===== src/rtl/regdump_uart_tx.sv =====
// Dumps x1..xNUM_REGS over an 8N1 UART as 0xA5 followed by each register, little-endian bytes.
// Optional XOR trailer byte over the payload when REGDUMP_CHECKSUM_EN is defined.
module regdump_uart_tx #(
   parameter int unsigned CLKS_PER_BIT = 868,
   parameter int unsigned NUM_REGS     = 10,
   parameter int unsigned DATA_WIDTH   = 32
) (
   input  logic                  clk,
   input  logic                  reset,
   input  logic                  start,
   output logic [4:0]            dbg_reg_addr,
   input  logic [DATA_WIDTH-1:0] dbg_reg_data,
   output logic                  tx,
   output logic                  busy,
   output logic                  done
);

   localparam int unsigned CW       = $clog2(CLKS_PER_BIT + 1);
   localparam logic [CW-1:0] BIT_LAST = CW'(CLKS_PER_BIT - 1);
   localparam logic [4:0]    LAST_REG = 5'(NUM_REGS);

   typedef enum logic [2:0] {IDLE, FETCH, LOAD, START, DATA, STOP} state_t;

   state_t                state_q, state_d;
   logic [CW-1:0]         clk_cnt;
   logic [2:0]            bit_cnt;
   logic [1:0]            byte_cnt;
   logic [4:0]            reg_idx;
   logic [7:0]            shreg;
   logic [DATA_WIDTH-1:0] reg_buf;
   logic                  bit_end;
   logic                  last_byte;
`ifdef REGDUMP_CHECKSUM_EN
   logic [7:0]            csum;
   logic                  trailer;
`endif

   assign bit_end   = (clk_cnt == BIT_LAST);
   assign last_byte = (byte_cnt == 2'd3);
   assign busy      = (state_q != IDLE);

   always_comb begin
      tx = 1'b1;
      if (state_q == START)
         tx = 1'b0;
      else if (state_q == DATA)
         tx = shreg[0];
   end

   always_ff @(posedge clk or posedge reset) begin
      if (reset)
         state_q <= IDLE;
      else
         state_q <= state_d;
   end

   // The header is treated as an already-finished register (byte_cnt=3, reg_idx=0),
   // so its stop bit naturally leads into the first FETCH.
   always_comb begin
      state_d = state_q;
      case (state_q)
         IDLE:  if (start) state_d = START;
         FETCH: state_d = LOAD;
         LOAD:  state_d = START;
         START: if (bit_end) state_d = DATA;
         DATA:  if (bit_end && bit_cnt == 3'd7) state_d = STOP;
         STOP: begin
            if (bit_end) begin
               if (!last_byte)
                  state_d = START;
               else if (reg_idx != LAST_REG)
                  state_d = FETCH;
`ifdef REGDUMP_CHECKSUM_EN
               else if (!trailer)
                  state_d = START;
`endif
               else
                  state_d = IDLE;
            end
         end
         default: state_d = IDLE;
      endcase
   end

   always_ff @(posedge clk or posedge reset) begin
      if (reset) begin
         clk_cnt      <= '0;
         bit_cnt      <= '0;
         byte_cnt     <= '0;
         reg_idx      <= '0;
         shreg        <= '0;
         reg_buf      <= '0;
         dbg_reg_addr <= '0;
         done         <= 1'b0;
`ifdef REGDUMP_CHECKSUM_EN
         csum         <= '0;
         trailer      <= 1'b0;
`endif
      end else begin
         done <= 1'b0;
         if (state_q == START || state_q == DATA || state_q == STOP)
            clk_cnt <= bit_end ? '0 : clk_cnt + 1'b1;
         else
            clk_cnt <= '0;

         case (state_q)
            IDLE: begin
               if (start) begin
                  shreg    <= 8'hA5;
                  byte_cnt <= 2'd3;
                  reg_idx  <= '0;
                  bit_cnt  <= '0;
`ifdef REGDUMP_CHECKSUM_EN
                  csum     <= '0;
                  trailer  <= 1'b0;
`endif
               end
            end
            LOAD: begin
               reg_buf  <= dbg_reg_data;
               shreg    <= dbg_reg_data[7:0];
               byte_cnt <= '0;
`ifdef REGDUMP_CHECKSUM_EN
               csum <= csum ^ dbg_reg_data[7:0] ^ dbg_reg_data[15:8]
                            ^ dbg_reg_data[23:16] ^ dbg_reg_data[31:24];
`endif
            end
            DATA: begin
               if (bit_end) begin
                  shreg   <= {1'b0, shreg[7:1]};
                  bit_cnt <= bit_cnt + 3'd1;
               end
            end
            STOP: begin
               if (bit_end) begin
                  if (!last_byte) begin
                     shreg    <= reg_buf[15:8];
                     reg_buf  <= reg_buf >> 8;
                     byte_cnt <= byte_cnt + 2'd1;
                  end else if (reg_idx != LAST_REG) begin
                     reg_idx      <= reg_idx + 5'd1;
                     dbg_reg_addr <= reg_idx + 5'd1;
                  end
`ifdef REGDUMP_CHECKSUM_EN
                  else if (!trailer) begin
                     shreg   <= csum;
                     trailer <= 1'b1;
                  end
`endif
                  else
                     done <= 1'b1;
               end
            end
            default: ;
         endcase
      end
   end

endmodule


===== config.mk =====
export PLATFORM = sky130hd
export DESIGN_NAME = regdump_uart_tx
export DESIGN_NICKNAME = d
export VERILOG_FILES = /design/src/rtl/regdump_uart_tx.sv
export SDC_FILE = /design/constraint.sdc
export NUM_CORES = 1
export LEC_CHECK = 0
export ABC_AREA = 1
export CORE_MARGIN = 2
export CORE_UTILIZATION = 40
export CTS_BUF_LIST = sky130_fd_sc_hd__clkbuf_4
export DETAILED_ROUTE_END_ITERATION = 10
export PLACE_DENSITY = 0.64
export SLEW_MARGIN = 30
export SYNTH_ARGS = -nofsm -noshare
export SYNTH_HDL_FRONTEND = slang
export SYNTH_SLANG_ARGS = --single-unit

===== constraint.sdc =====
create_clock -name clk -period 1.6 [get_ports clk]
set_input_delay 0.24 -clock clk [delete_from_list [all_inputs] [get_ports clk]]
set_output_delay 0.24 -clock clk [all_outputs]
set_load 0.05 [all_outputs]

# After elaboration in Yosys (flattened, before gate mapping)
# Cells that the tools add are included.
[totals]
regBits = 69
in_bits = 35
output_inout_bits = 8
word_cells = 82
[classes]
addsub = 4
eq_ne = 17
muxes = 35
n_reduce_logical = 17
[ops]
columns = ["op", "n"]
rows = [
  ["32-bit 2-to-1 mux", 2],
  ["32-bit one-hot mux with 2 select lines", 1],
  ["8-bit 2-to-1 mux", 4],
  ["8-bit one-hot mux with 4 select lines", 1],
  ["10-bit 2-to-1 mux", 2],
  ["5-bit 2-to-1 mux", 4],
  ["3-bit 2-to-1 mux", 6],
  ["3-bit one-hot mux with 6 select lines", 1],
  ["2-bit inequality test, second input constant", 8],
  ["4-bit AND reduction", 3],
  ["10-bit by 1-bit adder with 10-bit output, second input constant", 1],
  ["10-bit equality test, second input constant", 1],
  ["5-bit one-hot mux with 2 select lines", 1],
  ["5-bit AND reduction", 2],
  ["3-bit equality test, second input constant", 3],
  ["2-bit 2-to-1 mux", 4],
  ["1-bit 2-to-1 mux", 7],
  ["3-bit by 2-bit equality test with 1-bit output, second input constant", 2],
  ["2-bit one-hot mux with 3 select lines", 1],
  ["3-bit one-hot mux with 2 select lines", 1],
  ["3-bit AND reduction", 2],
  ["2-bit nonzero test", 3],
  ["3-bit nonzero test", 2],
  ["5-bit by 1-bit adder with 5-bit output, second input constant", 1],
  ["other kinds (9)", 10],
]

# Logic depth before layout (Yosys ltp)
# Gate-level depths: netlist of the first run.
[depth]
word_depth = 5
ltp_mapped = 10
mapped_depth_nobuf = 10

# Worst setup path before layout of the first run
# No wires, ideal clock.
[synth_path]
path_kind = "register to register"
from = "register state_q[2]"
to = "register reg_idx[3]"
setup_ns = 0.119
arrival_ns = 1.610
t_required_ns = 1.481
slack_ns = -0.129
stages_incl_launch_ff = 9
path_buffers = 2
period_less_slack_ns = 1.729
path_cell_list = "dfrtp_1 > buf_6 > nor2_2 > buf_4 > nand2_1 > nand2_1 > nand3_1 > nand2_1 > nand2_1"
[synth_between]
elab_chain_len = 3
elab_cells_between_ends = 9
cone_classes = "eq/ne (5); mux (1); reduce/logical (3)"
[synth_lines]
columns = ["item", "line_no", "source"]
rows = [
  ["start: declaration", "24", "state_t state_q, state_d;"],
  ["start signal: assignment", "54", "state_q <= state_d;"],
  ["3-bit equality test / 3-bit zero test (equally long branches)", "106", "case (state_q)"],
  ["2-bit inequality test (no line) / 2-bit nonzero test (equally long branches)", "n/a", ""],
  ["5-bit AND reduction (no line)", "n/a", ""],
  ["end signal: assignment", "141", "reg_idx <= reg_idx + 5'd1;"],
  ["end: declaration", "28", "logic [4:0] reg_idx;"],
]
# Parallel ways exist; a longest one is shown, timed or not.
# A chain may end at the register's enable or synchronous reset.

# Final worst setup path of the first run
[layout_path]
from = "register state_q[1]"
to = "output port tx"
[layout_between]
elab_chain_len = 3
elab_cells_between_ends = 4
cone_classes = "eq/ne (2); mux (2)"
[layout_lines]
columns = ["item", "line_no", "source"]
rows = [
  ["3-bit equality test", "46", "else if (state_q == DATA)"],
  ["1-bit 2-to-1 mux", "46", ""],
  ["1-bit 2-to-1 mux (*)", "44", "if (state_q == START)"],
  ["end: declaration", "13", "output logic tx,"],
]
# Every way passes the cells marked *; elsewhere a longest branch is shown, timed or not.

==> results by group, run 1 <==
Status
  – Outcome: finished, violations left
  – Violations in the final reports: setup timing

Setup path
  – RR Endpoint: byte_cnt[1]
  – Data required, critical path: 1360 ps
  – Flop-to-flop setup slack: -90 ps
  – Worst EP arrival: roughly 1500 ps
  – R2R cell count: 10
  – Critical Path Fanout Max: 3
  – CP most frequent cell: nand2_4
  – Worst Setup Start Kind: register
  – Slowest stage delay, CP: approximately 460 ps
  – CP Class: register to primary output
  – Critical Path, Cell by Cell: buf_6 -> nand2_1 -> inv_2 -> nand2_4 -> nand2_4 -> nand2_4 -> buf_12
  – Setup crit end kind: primary output
  – Launching point of the worst reg2reg path: state_q[1]
  – Slowest-stage cell, CP: dfrtp_2

Place
  – I/O Buffers: 42
  – Detailed Place HPWL: just under 6000 um
  – RePlAce Congestion: between 0.8 and 0.9

Final layout
  – Layout fillers: 679
  – Layout area overhead: 43.0%
  – NumNets Final: between 500 and 600
  – # diodes: 0
  – Layout cells sized above 1: 0.335
  – Most frequent cells in the layout: 93 x nand2_1, 58 x dfrtp_1, 34 x clkdlybuf4s50_1, 32 x buf_4
  – Most common cell after layout, fill and taps aside: nand2_1

Timing
  – Final Hold Vio Count: 0
  – Final setup vio count: ~40
  – Max Clock Freq: 0.584 GHz
  – Fin crit period: around 1700 ps
  – Slew Viols, Final: 0
  – Setup Skew: approximately 20 ps
  – Setup_tns: -1550 ps
  – Slew Limit Headroom: 0.721
  – Setup slack after layout: -112 ps
  – Fin Hold WS: approximately 160 ps
  – Tcrit/Tclk final: 1.07
  – Worst-Margin Slew: roughly 420 ps
  – RSZ-0062 raised after global routing: yes

Floorplanning
  – Core Rows: 33
  – Chip width: about 95 um
  – Chip Height: around 95 um
  – Starting Density: 0.410
  – Die area: between 9000 and 10000 um^2
  – Core Area: between 8000 and 9000 um^2
  – I/O Pins: 43

Logic synthesis
  – Post-synthesis sequential area ratio: 0.457
  – Netlist cell types: 31
  – Area of the mapped netlist: between 3000 and 4000 um^2
  – Post-synthesis xor/xnor area fraction: 0.0105
  – Post-Synth Simple-Gate Area: 0.355
  – Ys Warns: 0
  – Syn Nets: ~450
  – Syn Area/Cell: 8.12 um^2
  – Largest family of logic cells by synthesized area: simple AND/OR/NAND/NOR gates
  – Adder-cell share of the synthesized area: 0.0225
  – Compound-Gate Fraction of Synth Area: 0.0907
  – Post-synthesis mux area share: 0
  – Synthesized flop and latch total: between 60 and 70
  – Syn Inst Count: around 400

Drt
  – ANT nets after route: 0
  – Total detailed-routing wirelength: 9250 um
  – Via density: between 5 and 6
  – # DRC: 0
  – Via count: 3183
  – First-pass iteration count of the detailed router: 4
  – Wirelength per Cell: 15.2 um
  – Initial DRC Count: roughly 240

Power
  – Peak supply drop: between 0.0004 and 0.0005 V
  – Power density over the cells: 570 nW/um^2
  – Total power: between 2000 and 3000 uW
  – Leakage: roughly 0.0022 uW

CTS
  – Worst-Skew Late Latency: about 420 ps
  – H-tree lvl count: 3
  – Hold_buf cts: 0
  – Clock Root Buffer: clkbuf_4
  – Clk slew on worst S/H paths: roughly 120 ps
  – CTS tree: yes
  – CTS max path bufs: 2
  – CTS Buf Count: 9
  – Clk sinks: between 60 and 70

GRT
  – First-pass GRT wire length: ~14000 um
  – GRT Util Overall: 0.194
  – Largest net degree at the start of global routing: 29
  – Number of antenna violations at the first check in global routing: 0
  – Gr ovfl total: 0
  – Vias in the first global route: about 2900

Min path
  – Hold WC Path Type: primary input to async pin

Run
  – Total of max-cap violations: 0
==> per-stage QoR <==
| stage | area (um^2) | std cells | util | setup WS (ps) |
|---|---|---|---|---|
| 3_5_place_dp | 4010 | 566 | 0.493 | -88.9 |
| 6_report | 4770 | 609 | 0.587 | -112 |
| 3_3_place_gp | 4010 | 566 | 0.493 | -17.4 |
| 5_1_grt | 4770 | 609 | 0.587 | -185 |
| 2_1_floorplan | 3340 | 411 | - | 52.5 |
| 4_1_cts | 4360 | 596 | 0.537 | -83.7 |
==> worst max path at each step <==
stage | start | to | slack (ps) | cells after the start
2_1_floorplan | clk_cnt[0] | reg_buf[10] | 50 | 10
3_3_place_gp | clk_cnt[0] | reg_buf[30] | -20 | 9
3_5_place_dp | clk_cnt[0] | reg_buf[30] | -90 | 9
4_1_cts | state_q[0] | tx | -80 | 5
5_1_grt | state_q[1] | tx | -180 | 7
6_report | state_q[1] | tx | -110 | 7
==> layer usage <==
metal / wire length, um / track usage / vias to the layer above
met5: 0 / 0 / -
li1: - / - / 1552
met4: 206 / 0.0628 / 0
met1: 3990 / 0.260 / 1507
met3: 446 / 0.0514 / 19
met2: 4600 / 0.305 / 105
==> synth_stat cells <==
library cell | number | area, um^2
or2_2 | 16 | 100
nand4_2 | 1 | 12.5
o21ai_1 | 14 | 70.1
nand2_1 | 111 | 417
ha_1 | 6 | 75.1
and3_1 | 1 | 6.26
nor2_1 | 28 | 105
o21ai_0 | 27 | 135
buf_2 | 7 | 35.0
nand3_2 | 1 | 10.0
xor2_1 | 2 | 17.5
clkinv_2 | 1 | 5.00
nand3_1 | 32 | 160
nor3_1 | 2 | 10.0
inv_2 | 1 | 3.75
dfrtp_1 | 61 | 1530
clkbuf_1 | 6 | 22.5
inv_1 | 24 | 90.1
nand2_2 | 10 | 62.6
clkbuf_2 | 1 | 5.00
buf_6 | 4 | 45.0
a21oi_1 | 2 | 10.0
nor2_4 | 2 | 22.5
xnor2_1 | 2 | 17.5
nor3b_1 | 2 | 15.0
o21ai_2 | 10 | 87.6
nand3_4 | 3 | 52.6
nand2_4 | 1 | 11.3
buf_4 | 1 | 7.51
nor2_2 | 3 | 18.8
nand4_1 | 29 | 181
==> flip-flops by register name (all words and copies together) (netlist names) <==
register and flops:
reg_idx 5, bit_cnt 3, reg_buf 24, dbg_reg_addr 5
byte_cnt 2, state_q 3, shreg 8, clk_cnt 10
done 1
==> worst max-delay path: cells and delay by family, from the launching register on <==
kind / cells / cell delay, ps
flops: 1 / 460
buf+inv: 3 / 320
simple gates: 4 / 290
==> power breakdown <==
group	switching (uW)	total, uW	internal [uW]	leakage (uW)
registers	28.7	1610	1580	0.000756
clock network	596	904	308	0.0000607
logic	84.6	207	122	0.00141
==> cell type report <==
cell class	instances	area, um^2	share of cell area
clock inverter	7	42.5	0.00891
multi-input combinational	306	1840	0.385
timing repair buffer	95	1050	0.221
clock buffer	9	67.6	0.0142
sequential	61	1530	0.320
inverter	26	111	0.0233
tap	105	131	0.0275
==> logic make-up after synthesis <==
group / after synthesis
xor gates and xnor gates: 4
adders and majority gates: 6
DFF: 61
buffers and inverters: 45
and+or+nand+nor: 242
AOI/OAI and AO/OA: 53
==> what timing repair did <==
| item | CTS | global route |
|---|---|---|
| cloned | 1 | 4 |
| endpoints found under the setup margin | 37 | 56 |
| pin swaps | 6 | 19 |
| resized for setup | 24 | 87 |
| buffers inserted | 13 | 9 |
Power figures use the tool's default switching activity.
==> run 2, diff against run 1 <==
--- a/config.mk
+++ b/config.mk
@@ -6,10 +6,12 @@
 export NUM_CORES = 1
 export LEC_CHECK = 0
 export ABC_AREA = 1
+export ABC_CLOCK_PERIOD_IN_PS = 1600
 export CORE_MARGIN = 2
 export CORE_UTILIZATION = 40
 export CTS_BUF_LIST = sky130_fd_sc_hd__clkbuf_4
 export DETAILED_ROUTE_END_ITERATION = 10
+export HOLD_SLACK_MARGIN = 0.08
 export PLACE_DENSITY = 0.64
 export SLEW_MARGIN = 30
 export SYNTH_ARGS = -nofsm -noshare
==> results of run 2 <==
Same layout as run 1: the final DEF is identical, and so are final timing and power.
==> run 3, diff against run 2 <==
--- a/config.mk
+++ b/config.mk
@@ -6,13 +6,13 @@
 export NUM_CORES = 1
 export LEC_CHECK = 0
 export ABC_AREA = 1
-export ABC_CLOCK_PERIOD_IN_PS = 1600
+export ABC_CLOCK_PERIOD_IN_PS = 2100
 export CORE_MARGIN = 2
 export CORE_UTILIZATION = 40
 export CTS_BUF_LIST = sky130_fd_sc_hd__clkbuf_4
 export DETAILED_ROUTE_END_ITERATION = 10
 export HOLD_SLACK_MARGIN = 0.08
-export PLACE_DENSITY = 0.64
+export PLACE_DENSITY = 0.62
 export SLEW_MARGIN = 30
 export SYNTH_ARGS = -nofsm -noshare
 export SYNTH_HDL_FRONTEND = slang
==> constraint.sdc (replaced) <==
create_clock -name clk -period 2.1 [get_ports clk]
set_input_delay 0.315 -clock clk [delete_from_list [all_inputs] [get_ports clk]]
set_output_delay 0.315 -clock clk [all_outputs]
set_load 0.05 [all_outputs]
==> results by group, run 3 (same netlist as run 1, synthesis figures left out) <==
Status
  – Outcome: complete, no violations (was finished, violations left)

Final layout
  – NumNets Final: 500 (was 540)
  – Top Registers: reg_buf x24, clk_cnt x10, shreg x8 (unchanged)
  – Layout cells sized above 1: 0.179 (was 0.335)
  – Top reg by flops: reg_buf (unchanged)
  – Largest register FFs: 24 (unchanged)
  – Design Area, Final: 4050 um^2 (was 4770 um^2)
  – # diodes: 0 (unchanged)
  – Most common cell after layout, fill and taps aside: nand2_1 (unchanged)
  – Most frequent cells in the layout: 111 x nand2_1, 60 x dfrtp_1, 40 x clkdlybuf4s50_1, 32 x nand3_1, 29 x nand4_1 (was 93 x nand2_1, 58 x dfrtp_1, 34 x clkdlybuf4s50_1, 32 x buf_4)
  – Finished Core Util: 0.497 (was 0.587)
  – Layout area overhead: 21.2% (was 43.0%)

GRT
  – Vias in the first global route: 2767 (was 2911)
  – Gr ovfl total: 0 (unchanged)
  – GRT Util Overall: 0.181 (was 0.194)
  – Largest net degree at the start of global routing: 62 (was 29)
  – First-pass GRT wire length: 12700 um (was 13700 um)
  – Number of antenna violations at the first check in global routing: 0 (unchanged)

CTS
  – Worst-Skew Late Latency: 420 ps (about the same)
  – Clock Root Buffer: clkbuf_4 (unchanged)
  – CTS Buf Count: 9 (unchanged)
  – H-tree lvl count: 3 (unchanged)
  – Post-CTS Setup Inserts: 0 (was 13)
  – Clk slew on worst S/H paths: 120 ps (about the same)
  – Hold_buf cts: 0 (unchanged)
  – Clk sinks: 61 (unchanged)
  – CTS tree: yes (unchanged)
  – CTS max path bufs: 2 (unchanged)

Timing
  – Slew Viols, Final: 0 (unchanged)
  – Final setup vio count: 0 (was 41)
  – Max Clock Freq: 0.494 GHz
  – Worst-Margin Slew: 493 ps (was 418 ps)
  – Fin crit period: 2020 ps
  – Final Hold Vio Count: 0 (unchanged)
  – Setup_tns: 0 ps (was -1550 ps)
  – Tcrit/Tclk final: 0.964
  – Setup slack after layout: 75.5 ps (was -112 ps)
  – Setup Skew: 15.7 ps (was 19.9 ps)
  – RSZ-0062 raised after global routing: no (was yes)
  – Slew Limit Headroom: 0.670 (was 0.721)

Setup path
  – Worst EP arrival: 1710 ps (was 1470 ps)
  – CP Class: register to primary output (unchanged)
  – Critical Path Fanout Max: 10 (was 3)
  – Launching point of the worst reg2reg path: state_q[0] (was state_q[1])
  – Setup crit end kind: primary output (unchanged)
  – Worst Setup Start Kind: register (unchanged)
  – Crit path from: state_q[0] (was state_q[1])
  – Data required, critical path: 1780 ps (was 1360 ps)

Drt
  – Wirelength per Cell: 13.1 um (was 15.2 um)
  – # DRC: 0 (unchanged)
  – Via density: 5.05 (was 5.23)
  – Total detailed-routing wirelength: 7460 um (was 9250 um)
  – Via count: 2876 (was 3183)
  – Initial DRC Count: 181 (was 236)
  – ANT nets after route: 0 (unchanged)
  – First-pass iteration count of the detailed router: 4 (unchanged)

Floorplanning
  – Chip Height: 95.4 um (unchanged)
  – I/O Pins: 43 (unchanged)
  – Core Rows: 33 (unchanged)
  – Die area: 9090 um^2 (unchanged)
  – Starting Density: 0.410 (unchanged)
  – Core Area: 8130 um^2 (unchanged)
  – Chip width: 95.4 um (unchanged)

Run
  – Total of max-cap violations: 0 (unchanged)

Min path
  – Hold WC Path Type: primary input to async pin (unchanged)

Place
  – RePlAce Congestion: 0.816 (was 0.885)
  – Detailed Place HPWL: 5400 um (was 5790 um)
  – DP Area: 3930 um^2 (was 4010 um^2)
  – Pre-CTS WS: 253 ps (was -88.9 ps)
  – I/O Buffers: 42 (unchanged)

Power
  – Peak supply drop: 0.000248 V (was 0.000430 V)
  – Leakage: 0.00187 uW (was 0.00222 uW)
  – Power density over the cells: 518 nW/um^2 (was 570 nW/um^2)
==> run 3: final timing paths <==
check	endpoint	slack, ps	cells after the start
max	busy	80	5
min	reg_buf[28]	260	3
max reg2reg	shreg[4]	250	10
min reg2reg	clk_cnt[0]	460	1
max in group asynchronous	state_q[0]	1540	3
min in group clk	reg_buf[28]	450	3
==> run 3: power breakdown <==
part | total [uW] | switching [uW] | internal (uW) | leakage [uW]
clock network | 733 | 488 | 246 | 0.0000623
logic | 139 | 57.3 | 82.0 | 0.00105
registers | 1220 | 19.0 | 1210 | 0.000758
==> run 3: what timing repair did <==
item,in CTS,in global routing
resized for setup,0,1
endpoints found under the hold margin,0,0
endpoints found under the setup margin,0,1
==> run 3: area by class of cell <==
class | instances | area (um^2)
fillers | 774 | 4090
multi-input cells | 305 | 1600
flip-flops and latches | 61 | 1530
repair buffers | 56 | 571
well taps | 105 | 131
inverters | 26 | 98.8
clock buffers | 9 | 67.6
clock inverters | 7 | 51.3
==> run 3: routing by layer <==
metal  track usage  up-vias  wire length (um)
met3        0.0379        9               273
met4        0.0713        0                94
met5             0        -                 0
li1              -     1465                 -
met2         0.282       54              3480
met1         0.245     1348              3610
==> run 3: per-stage QoR <==
stage,hold WS (ps),cells,total power [uW]
after detailed placement,444,553,1390
after global routing,273,569,2180
final,256,569,2100
after CTS,265,569,2120
after global placement,436,553,1390
after floorplan,425,411,1300
==> run 3: critical path, cell delays in order (launching register included) <==
cell	delay, ps
dfrtp_2	480
buf_4	190
nor2_2	120
buf_4	190
nand2_1	120
buf_4	210
